File: config.mk
export PLATFORM = sky130hd
export DESIGN_NAME = threshold_error_flat
export DESIGN_NICKNAME = d
export VERILOG_FILES = /design/src/rtl/threshold_error_if.sv /design/src/rtl/threshold_error.sv /design/src/flat_wrapper.sv
export SDC_FILE = /design/constraint.sdc
export NUM_CORES = 1
export LEC_CHECK = 0
export CAP_MARGIN = 30
export CORE_MARGIN = 4
export CORE_UTILIZATION = 35
export CTS_BUF_LIST = sky130_fd_sc_hd__clkbuf_4
export DETAILED_ROUTE_END_ITERATION = 16
export PLACE_DENSITY = 0.72
export SYNTH_ARGS = -nofsm -noshare
export SYNTH_HDL_FRONTEND = slang
export SYNTH_SLANG_ARGS = --single-unit
File: constraint.sdc
create_clock -name clk -period 2.3 [get_ports clk]
set_input_delay 0.46 -clock clk [delete_from_list [all_inputs] [get_ports clk]]
set_output_delay 0.46 -clock clk [all_outputs]
set_load 0.02 [all_outputs]
File: src/rtl/threshold_error_if.sv
// Handshake bundle for threshold_error: the result and target streams coming
// in from the neuron and trainer, and the error stream going back to the
// neuron's backward port.
interface threshold_error_if #(
  parameter int RESW = 16,
  parameter int ERRW = 16
);
  logic            res_valid;
  logic [RESW-1:0] res_data;
  logic            res_ready;
  logic            tgt_valid;
  logic [RESW-1:0] tgt_data;
  logic            tgt_ready;
  logic            err_valid;
  logic [ERRW-1:0] err_data;
  logic            err_ready;

  modport master (
    output res_valid, res_data, tgt_valid, tgt_data, err_ready,
    input  res_ready, tgt_ready, err_valid, err_data
  );

  modport slave (
    input  res_valid, res_data, tgt_valid, tgt_data, err_ready,
    output res_ready, tgt_ready, err_valid, err_data
  );
endinterface

File: src/rtl/threshold_error.sv
// threshold_error: step activation of the neuron result, signed error against
// the target, and per-epoch mismatch statistics with a convergence flag.
// Optional build macro THRESHOLD_ERROR_SATURATE_EN: when defined, the error
// saturates to the signed ERRW range instead of wrapping.
module threshold_error #(
  parameter int              RESW  = 16,
  parameter int              ERRW  = 16,
  parameter logic [RESW-1:0] HIGH  = 16'h00ff,
  parameter logic [RESW-1:0] LOW   = 16'h0000,
  parameter int              EPOCH = 4,
  parameter int              CNTW  = 8
) (
  input  logic                 clk,
  input  logic                 rst,
  input  logic                 en,
  threshold_error_if.slave     bus,
  output logic [RESW-1:0]      act_data,
  output logic                 miss,
  output logic                 epoch_done,
  output logic [CNTW-1:0]      miss_count,
  output logic                 converged
);
  localparam logic [0:0] IDLE = 1'b0;
  localparam logic [0:0] ERR  = 1'b1;

  localparam int DW = RESW + 1;
  localparam int WW = (ERRW > DW) ? ERRW : DW;
  localparam int SW = (EPOCH > 1) ? $clog2(EPOCH) : 1;
  localparam logic [SW-1:0] LAST = SW'(EPOCH - 1);

  logic [0:0]           state;
  logic [SW-1:0]        sample_cnt;
  logic [CNTW-1:0]      run_cnt;
  logic [ERRW-1:0]      err_q;
  logic                 xfer;
  logic [RESW-1:0]      act_next;
  logic signed [DW-1:0] diff;
  logic signed [WW-1:0] diff_wide;
  logic [ERRW-1:0]      err_next;
  logic                 miss_next;
  logic [CNTW-1:0]      run_next;

  // Both streams are accepted together, and only while idle and out of reset.
  assign xfer          = !rst && (state == IDLE) && bus.res_valid && bus.tgt_valid;
  assign bus.res_ready = xfer;
  assign bus.tgt_ready = xfer;
  assign bus.err_valid = (state == ERR);
  assign bus.err_data  = err_q;

  // Activation, error and running-miss candidates for the sample on the bus.
  always_comb begin
    // NOTE: every combinational output gets a value on every path, so no latch is inferred.
    act_next  = bus.res_data[RESW-1] ? LOW : HIGH;
    diff      = $signed({bus.tgt_data[RESW-1], bus.tgt_data})
              - $signed({act_next[RESW-1], act_next});
    diff_wide = WW'(diff);
`ifdef THRESHOLD_ERROR_SATURATE_EN
    if (&diff_wide[WW-1:ERRW-1] || ~|diff_wide[WW-1:ERRW-1]) begin
      err_next = ERRW'(diff_wide);
    end else if (diff_wide[WW-1]) begin
      err_next           = '0;
      err_next[ERRW-1]   = 1'b1;
    end else begin
      err_next           = '1;
      err_next[ERRW-1]   = 1'b0;
    end
`else
    err_next  = ERRW'(diff_wide);
`endif
    miss_next = (act_next != bus.tgt_data);
    run_next  = (miss_next && (run_cnt != '1)) ? run_cnt + 1'b1 : run_cnt;
  end

  // Handshake FSM plus the per-sample result registers.
  always_ff @(posedge clk) begin
    if (rst) begin
      state    <= IDLE;
      act_data <= '0;
      err_q    <= '0;
      miss     <= 1'b0;
    end else begin
      // NOTE: sequential state uses non-blocking assignments so every register sees pre-edge values.
      case (state)
        IDLE:    if (xfer && en) state <= ERR;
        ERR:     if (bus.err_ready) state <= IDLE;
        default: state <= IDLE;
      endcase
      if (xfer) begin
        act_data <= act_next;
        err_q    <= err_next;
        miss     <= miss_next;
      end
    end
  end

  // Epoch bookkeeping: sample counter, running misses, end-of-epoch summary.
  always_ff @(posedge clk) begin
    if (rst) begin
      sample_cnt <= '0;
      run_cnt    <= '0;
      epoch_done <= 1'b0;
      miss_count <= '0;
      converged  <= 1'b0;
    end else begin
      epoch_done <= 1'b0;
      if (xfer) begin
        if (sample_cnt == LAST) begin
          sample_cnt <= '0;
          run_cnt    <= '0;
          epoch_done <= 1'b1;
          miss_count <= run_next;
          converged  <= (run_next == '0);
        end else begin
          sample_cnt <= sample_cnt + 1'b1;
          run_cnt    <= run_next;
        end
      end
    end
  end
endmodule

File: src/flat_wrapper.sv
// flat-port wrapper written by rule: the top's interface ports become plain ports
module threshold_error_flat 
#(
  parameter int              RESW  = 16,
  parameter int              ERRW  = 16,
  parameter logic [RESW-1:0] HIGH  = 16'h00ff,
  parameter logic [RESW-1:0] LOW   = 16'h0000,
  parameter int              EPOCH = 4,
  parameter int              CNTW  = 8
)
  (clk, rst, en, act_data, miss, epoch_done, miss_count, converged, bus_res_valid, bus_res_data, bus_tgt_valid, bus_tgt_data, bus_err_ready, bus_res_ready, bus_tgt_ready, bus_err_valid, bus_err_data);
  threshold_error_if #(.RESW(RESW), .ERRW(ERRW)) bus_i ();
  input  logic clk;
  input  logic rst;
  input  logic en;
  output logic [RESW-1:0] act_data;
  output logic miss;
  output logic epoch_done;
  output logic [CNTW-1:0] miss_count;
  output logic converged;
  input wire logic [$bits(bus_i.res_valid)-1:0] bus_res_valid;
  input wire logic [$bits(bus_i.res_data)-1:0] bus_res_data;
  input wire logic [$bits(bus_i.tgt_valid)-1:0] bus_tgt_valid;
  input wire logic [$bits(bus_i.tgt_data)-1:0] bus_tgt_data;
  input wire logic [$bits(bus_i.err_ready)-1:0] bus_err_ready;
  output wire logic [$bits(bus_i.res_ready)-1:0] bus_res_ready;
  output wire logic [$bits(bus_i.tgt_ready)-1:0] bus_tgt_ready;
  output wire logic [$bits(bus_i.err_valid)-1:0] bus_err_valid;
  output wire logic [$bits(bus_i.err_data)-1:0] bus_err_data;
  assign bus_i.res_valid = bus_res_valid;
  assign bus_i.res_data = bus_res_data;
  assign bus_i.tgt_valid = bus_tgt_valid;
  assign bus_i.tgt_data = bus_tgt_data;
  assign bus_i.err_ready = bus_err_ready;
  assign bus_res_ready = bus_i.res_ready;
  assign bus_tgt_ready = bus_i.tgt_ready;
  assign bus_err_valid = bus_i.err_valid;
  assign bus_err_data = bus_i.err_data;
  threshold_error #(.RESW(RESW), .ERRW(ERRW), .HIGH(HIGH), .LOW(LOW), .EPOCH(EPOCH), .CNTW(CNTW)) u_core (.clk(clk), .rst(rst), .en(en), .bus(bus_i), .act_data(act_data), .miss(miss), .epoch_done(epoch_done), .miss_count(miss_count), .converged(converged));
endmodule
==> reports/metrics.csv, run 1 <==
metric,value,unit
status,"finished, final reports clean",
mapped cell area,2260,sq um
worst hold start,u_core.miss_count[6],
post-route setup TNS,0,ps
DP Area,3190,sq um
period utilization,0.975,
Total Nets Final,423,
total global routing overflow,0,
worst hold slack,470,ps
buffer and inverter count on the worst path,1,
Detail Placement HPWL,4.49,mm
FF-to-FF path depth,7,
drt first pass iters,4,
H-tree depth,2,
WHS Endpoint,u_core.miss_count[6],
"commonest non-fill, non-tap cells in the layout","51 x buf_4, 48 x clkdlybuf4s50_1, 39 x dfxtp_1",
worst path cell trace,clkdlybuf4s50_1 > ha_1 > nand3_2 > nor3_4 > a21oi_2 > or3_1 > a211o_1 > o32ai_2,
Clock transition at path regs,120,ps
Synth Warn #,0,
R2R Setup Slk,180,ps
Lkg Pwr,1.40,nW
layout cells sized above 1,0.251,
Final Hold Fails,0,
global-route wire length before repair,10.2,mm
PwrDens,441,nW/um^2
clock insertion delay at the later pin of the skew report,350,ps
hold_buf cts,0,
"Min Clock Period, post-route",2240,ps
Num CTS Buffers,5,
final wirelength,6.29,mm
Mean Syn Cell Area,8.37,sq um
antenna violations before repair,0,
number of enable flip-flop cells after synthesis,0,
largest net degree at the start of global routing,34,
Iteration-0 DRC Markers,89,
crit-path max cell delay,420,ps
WP data arrival,2510,ps
CORE AREA,6310,sq um
"most common cell after layout, fill and taps aside",buf_4,
Final Cell Area,3480,sq um
vias in the first global route,2198,
maxcap violations,0,
register bit count reported by yosys,39,
maximum clock rate,0.446,GHz
IO Port Bufs,60,
Setup CP Type,in2reg,
Routed Antenna Nets,0,
Final Max Slew Viols,0,
GP Congestion,0.887,
Root Buffer,clkbuf_4,
height of the die,88.4,microns
Sink Count,39,
die area,7810,sq um
GRT Overall Usage,0.164,
Worst Setup End Kind,flop,
sequential share of the synthesized area,0.345,
# IOs,84,
clock skew,6.27,ps
row count,29,
Avg WL per Cell,13.9,microns
cells after synthesis,270,
VDD IR max,0.000224,V
"Slowest-stage cell, CP",clkdlybuf4s50_1,
CTS tree,built,
worst min path class,reg2reg,
clk buf depth,2,
Post-synth top flop,dfxtp_1,
Via density,5.22,
synthesis-to-layout area growth,53.9,%
CP startpoint kind,input port,
WP data required,2570,ps
# setup viols final,0,
initial core utilization,0.358,
largest fanout on the critical path,4,
ant diodes,0,
dpl cells,432,
Min-Delay Path Depth,2,
asr flop ratio synth,0,
Die Wd,88.4,microns
R2R Path End,u_core.converged,
DRC,0,
Worst path top cell family by delay,simple AND/OR/NAND/NOR gates,
Worst R2R Start,u_core.run_cnt[0],
Unique masters post-synth,52,
Finished Layout Cells,452,
Vias,2360,
-- worst register-to-register path, delay by kind of cell (launching register included) --
kind | cells | cell delay (ps)
AND/OR/NAND/NOR | 3 | 700
AO/OA/AOI/OAI | 3 | 590
flip-flops | 1 | 480
adder cells (fa/ha/maj) | 1 | 280
-- report_power, final --
| group | total, mW | switching [mW] | internal [mW] |
|---|---|---|---|
| Clock | 0.368 | 0.238 | 0.130 |
| Sequential | 0.721 | 0.0188 | 0.703 |
| Combinational | 0.445 | 0.218 | 0.227 |
-- worst max-delay path by stage --
stage                           startpoint                 endpoint  slack [ps]  cells past startpoint
final                      bus_tgt_data[5]         u_core.converged          60                      8
after CTS                  bus_tgt_data[0]  u_core.bus.err_data[14]         -60                     11
after global routing       bus_tgt_data[5]         u_core.converged         -20                      8
after global placement    bus_res_data[15]  u_core.bus.err_data[14]        -640                     11
after detailed placement  bus_res_data[15]  u_core.bus.err_data[14]        -740                     11
after floorplan            bus_tgt_data[0]  u_core.bus.err_data[14]         -90                     10
-- cell type report --
type / instances / area [sq um]
clock buffers: 6 / 45.0
inverters: 10 / 37.5
repair buffers: 117 / 1060
flip-flops and latches: 39 / 781
multi-input cells: 201 / 1450
fillers: 583 / 2830
clock inverters: 2 / 12.5
well taps: 77 / 96.3
-- stage by stage --
step | setup WS [ps] | power (mW) | util
floorplan | -87.1 | 0.942 | -
global placement | -643 | 1.13 | 0.505
detailed placement | -740 | 1.14 | 0.505
CTS | -57.1 | 1.52 | 0.525
global route | -20.5 | 1.62 | 0.551
finish | 57.1 | 1.53 | 0.551
-- cell families (layout without fill, tap and decap cells) --
group	Yosys count	count (layout)	share of synthesized area
adder cells (fa/ha/maj)	11	11	0.0642
XOR/XNOR	14	14	0.0542
other	1	8	0.00166
multiplexers	4	4	0.0205
flip-flops	39	39	0.345
AND/OR/NAND/NOR	95	95	0.215
AO/OA/AOI/OAI	69	69	0.210
buffers and inverters	37	135	0.0885
-- cell usage after synthesis, types with 3 or more instances --
cell	instances	area, sq um
nor2_1	22	82.6
a21oi_1	11	55.1
o32ai_1	3	26.3
nand2_1	21	78.8
ha_1	10	125
buf_4	16	120
or3_1	3	18.8
nand3b_1	3	22.5
nor3_1	7	35.0
o21ai_0	14	70.1
nand2b_1	4	25.0
and3_1	5	31.3
o21a_1	3	22.5
a31oi_1	3	18.8
clkbuf_1	9	33.8
xnor2_1	12	105
o211ai_1	4	30.0
a211oi_1	11	82.6
nand3_1	19	95.1
a21boi_0	4	30.0
inv_1	9	33.8
dfxtp_1	39	781
-- sequential cells by signal (all words and copies together) (netlist names) --
register / flops
u_core.bus.err_data: 16
u_core.converged: 1
u_core.act_data: 1
u_core.sample_cnt: 2
u_core.epoch_done: 1
u_core.miss_count: 8
u_core.bus.err_valid: 1
u_core.run_cnt: 8
u_core.miss: 1
-- layer usage --
layer	wire, microns	track usage	vias to the layer above
met4	147	0.0549	0
met1	2650	0.189	1109
met2	3100	0.303	72
met5	0	0	-
met3	397	0.0289	14
li1	-	-	1165
-- what timing repair did --
action	4_1_cts	5_1_grt
pin swaps	9	20
gates cloned	1	0
setup endpoints to repair	15	12
buffers inserted	5	6
gates resized for setup	18	24
(Power assumes the default switching activity.)
==> run 2, diff against run 1 <==
--- a/config.mk
+++ b/config.mk
@@ -6,6 +6,7 @@
 export NUM_CORES = 1
 export LEC_CHECK = 0
 export CAP_MARGIN = 30
+export CORE_ASPECT_RATIO = 0.5
 export CORE_MARGIN = 4
 export CORE_UTILIZATION = 35
 export CTS_BUF_LIST = sky130_fd_sc_hd__clkbuf_4
==> run 2 against run 1 <==
Sequential power is essentially flat. Combinational power is 0.9% lower. Clock power up 2%. Hold slack is essentially flat. First-iteration DRC count grew 22%. Non-clock buffer count is 4 lower. Core utilization grew 0.80 points. Worst setup slack improved by 8.5 ps. Via count decreased by 0.47%.
==> reports/metrics.csv, run 2 (synthesized netlist as in run 1, its figures left out) <==
metric,value,unit
status,"finished, final reports clean",
Clock transition at path regs,120,ps
clock insertion delay at the later pin of the skew report,350,ps
"Slowest-stage cell, CP",or4_4,
"commonest non-fill, non-tap cells in the layout","51 x buf_4, 46 x clkdlybuf4s50_1, 39 x dfxtp_1",
FF-to-FF path depth,7,
maximum clock rate,0.448,GHz
WP data arrival,2510,ps
Finished Layout Cells,459,
Final Cell Area,3440,sq um
antenna violations before repair,0,
Num CTS Buffers,5,
height of the die,64.8,microns
vias in the first global route,2308,
Final Hold Fails,0,
global-route wire length before repair,10.9,mm
Iteration-0 DRC Markers,109,
Final Max Slew Viols,0,
period utilization,0.971,
Via density,5.12,
CORE AREA,6160,sq um
"Min Clock Period, post-route",2230,ps
post-route setup slack,65.6,ps
worst hold start,u_core.miss_count[7],
Min-Delay Path Depth,2,
GRT Overall Usage,0.167,
buffer and inverter count on the worst path,3,
largest fanout on the critical path,3,
CP startpoint kind,input port,
"most used cell, CP",buf_4,
WP data required,2570,ps
Lkg Pwr,1.33,nW
Die Wd,122,microns
GP Congestion,0.849,
WHS Endpoint,u_core.miss_count[7],
final wirelength,6.57,mm
row count,20,
PwrDens,446,nW/um^2
Avg WL per Cell,14.3,microns
clock skew,4.16,ps
Routed Antenna Nets,0,
Sink Count,39,
Worst R2R Start,u_core.run_cnt[0],
H-tree depth,2,
R2R Setup Slk,230,ps
clk buf depth,2,
worst min path class,reg2reg,
synthesis-to-layout area growth,52.2,%
layout cells sized above 1,0.245,
worst path cell trace,dlygate4sd2_1 > or4_4 > nor4_4 > buf_4 > buf_4 > a21oi_2 > mux2_4 > a211o_1 > o32ai_2,
largest net degree at the start of global routing,34,
Setup CP Type,in2reg,
maxcap violations,0,
initial core utilization,0.367,
worst setup path start,bus_tgt_data[11],
drt first pass iters,5,
R2R Path End,u_core.converged,
crit-path max cell delay,560,ps
DP Area,3210,sq um
ant diodes,0,
number of flip-flops in the largest register,16,
worst slack at placement,-751,ps
die area,7890,sq um
Total Nets Final,419,
VDD IR max,0.000229,V
Worst Setup End Kind,flop,
dpl cells,445,
# IOs,84,
CTS tree,built,
Worst path top cell family by delay,simple AND/OR/NAND/NOR gates,
RSZ-0062 raised after global routing,false,
DRC,0,
Root Buffer,clkbuf_4,
# setup viols final,0,
total global routing overflow,0,
Detail Placement HPWL,4.68,mm
Vias,2349,
IO Port Bufs,60,
"most common cell after layout, fill and taps aside",buf_4,
CP Depth,9,
[run 2: cell count changes in the layout (fill, tap and decap cells not counted), sizes merged]
cell | previous run | this run
clkbuf | 7 | 8
clkdlybuf4s15 | 0 | 2
buf | 57 | 53
dlygate4sd2 | 6 | 10
clkdlybuf4s50 | 48 | 46
dlymetal6s2s | 5 | 0
[run 2: worst max-delay path by stage]
stage,slack [ps],end
final,70,u_core.converged
after global routing,10,u_core.converged
after CTS,3,u_core.converged
after detailed placement,-750,u_core.bus.err_data[14]
after global placement,-680,u_core.bus.err_data[14]
after floorplan,-90,u_core.bus.err_data[14]
[run 2: metal layers]
metal,global-route usage,wire length (microns),up-vias
li1,-,-,1157
met1,0.208,2880,1095
met2,0.295,3220,84
met3,0.0340,392,13
met4,0.0489,82,0
met5,0,0,-
[run 2: area by class of cell]
class | instances | area (sq um)
clock buffers | 6 | 45.0
multi-input cells | 201 | 1460
fillers | 542 | 2710
well taps | 88 | 110
flip-flops and latches | 39 | 781
repair buffers | 113 | 992
inverters | 10 | 37.5
clock inverters | 2 | 12.5
[run 2: worst min-delay path, stage by stage (launching register included)]
cell     delay [ps]
dfxtp_1         330
nand2_1          50
a21oi_1          50
[run 2: timing repair]
item | 4_1_cts | 5_1_grt
buffers inserted | 3 | 2
pin swaps | 13 | 12
setup endpoints to repair | 16 | 5
hold buffers | 0 | 0
gates resized for setup | 33 | 12
hold endpoints to repair | 0 | 0
gates cloned | 1 | 0
[run 2: through the flow]
| stage | utilization | total power [mW] | setup TNS, ps | hold WS (ps) |
|---|---|---|---|---|
| floorplan | - | 0.942 | -87.1 | 438 |
| global placement | 0.522 | 1.13 | -8920 | 443 |
| detailed placement | 0.522 | 1.14 | -10990 | 450 |
| CTS | 0.552 | 1.53 | 0 | 470 |
| global route | 0.559 | 1.61 | 0 | 490 |
| finish | 0.559 | 1.54 | 0 | 470 |
[run 2: report_power, final]
part	internal, mW	total, mW	switching [mW]
clock network	0.130	0.374	0.244
logic	0.220	0.441	0.221
registers	0.703	0.722	0.0189
total	1.05	1.54	0.483
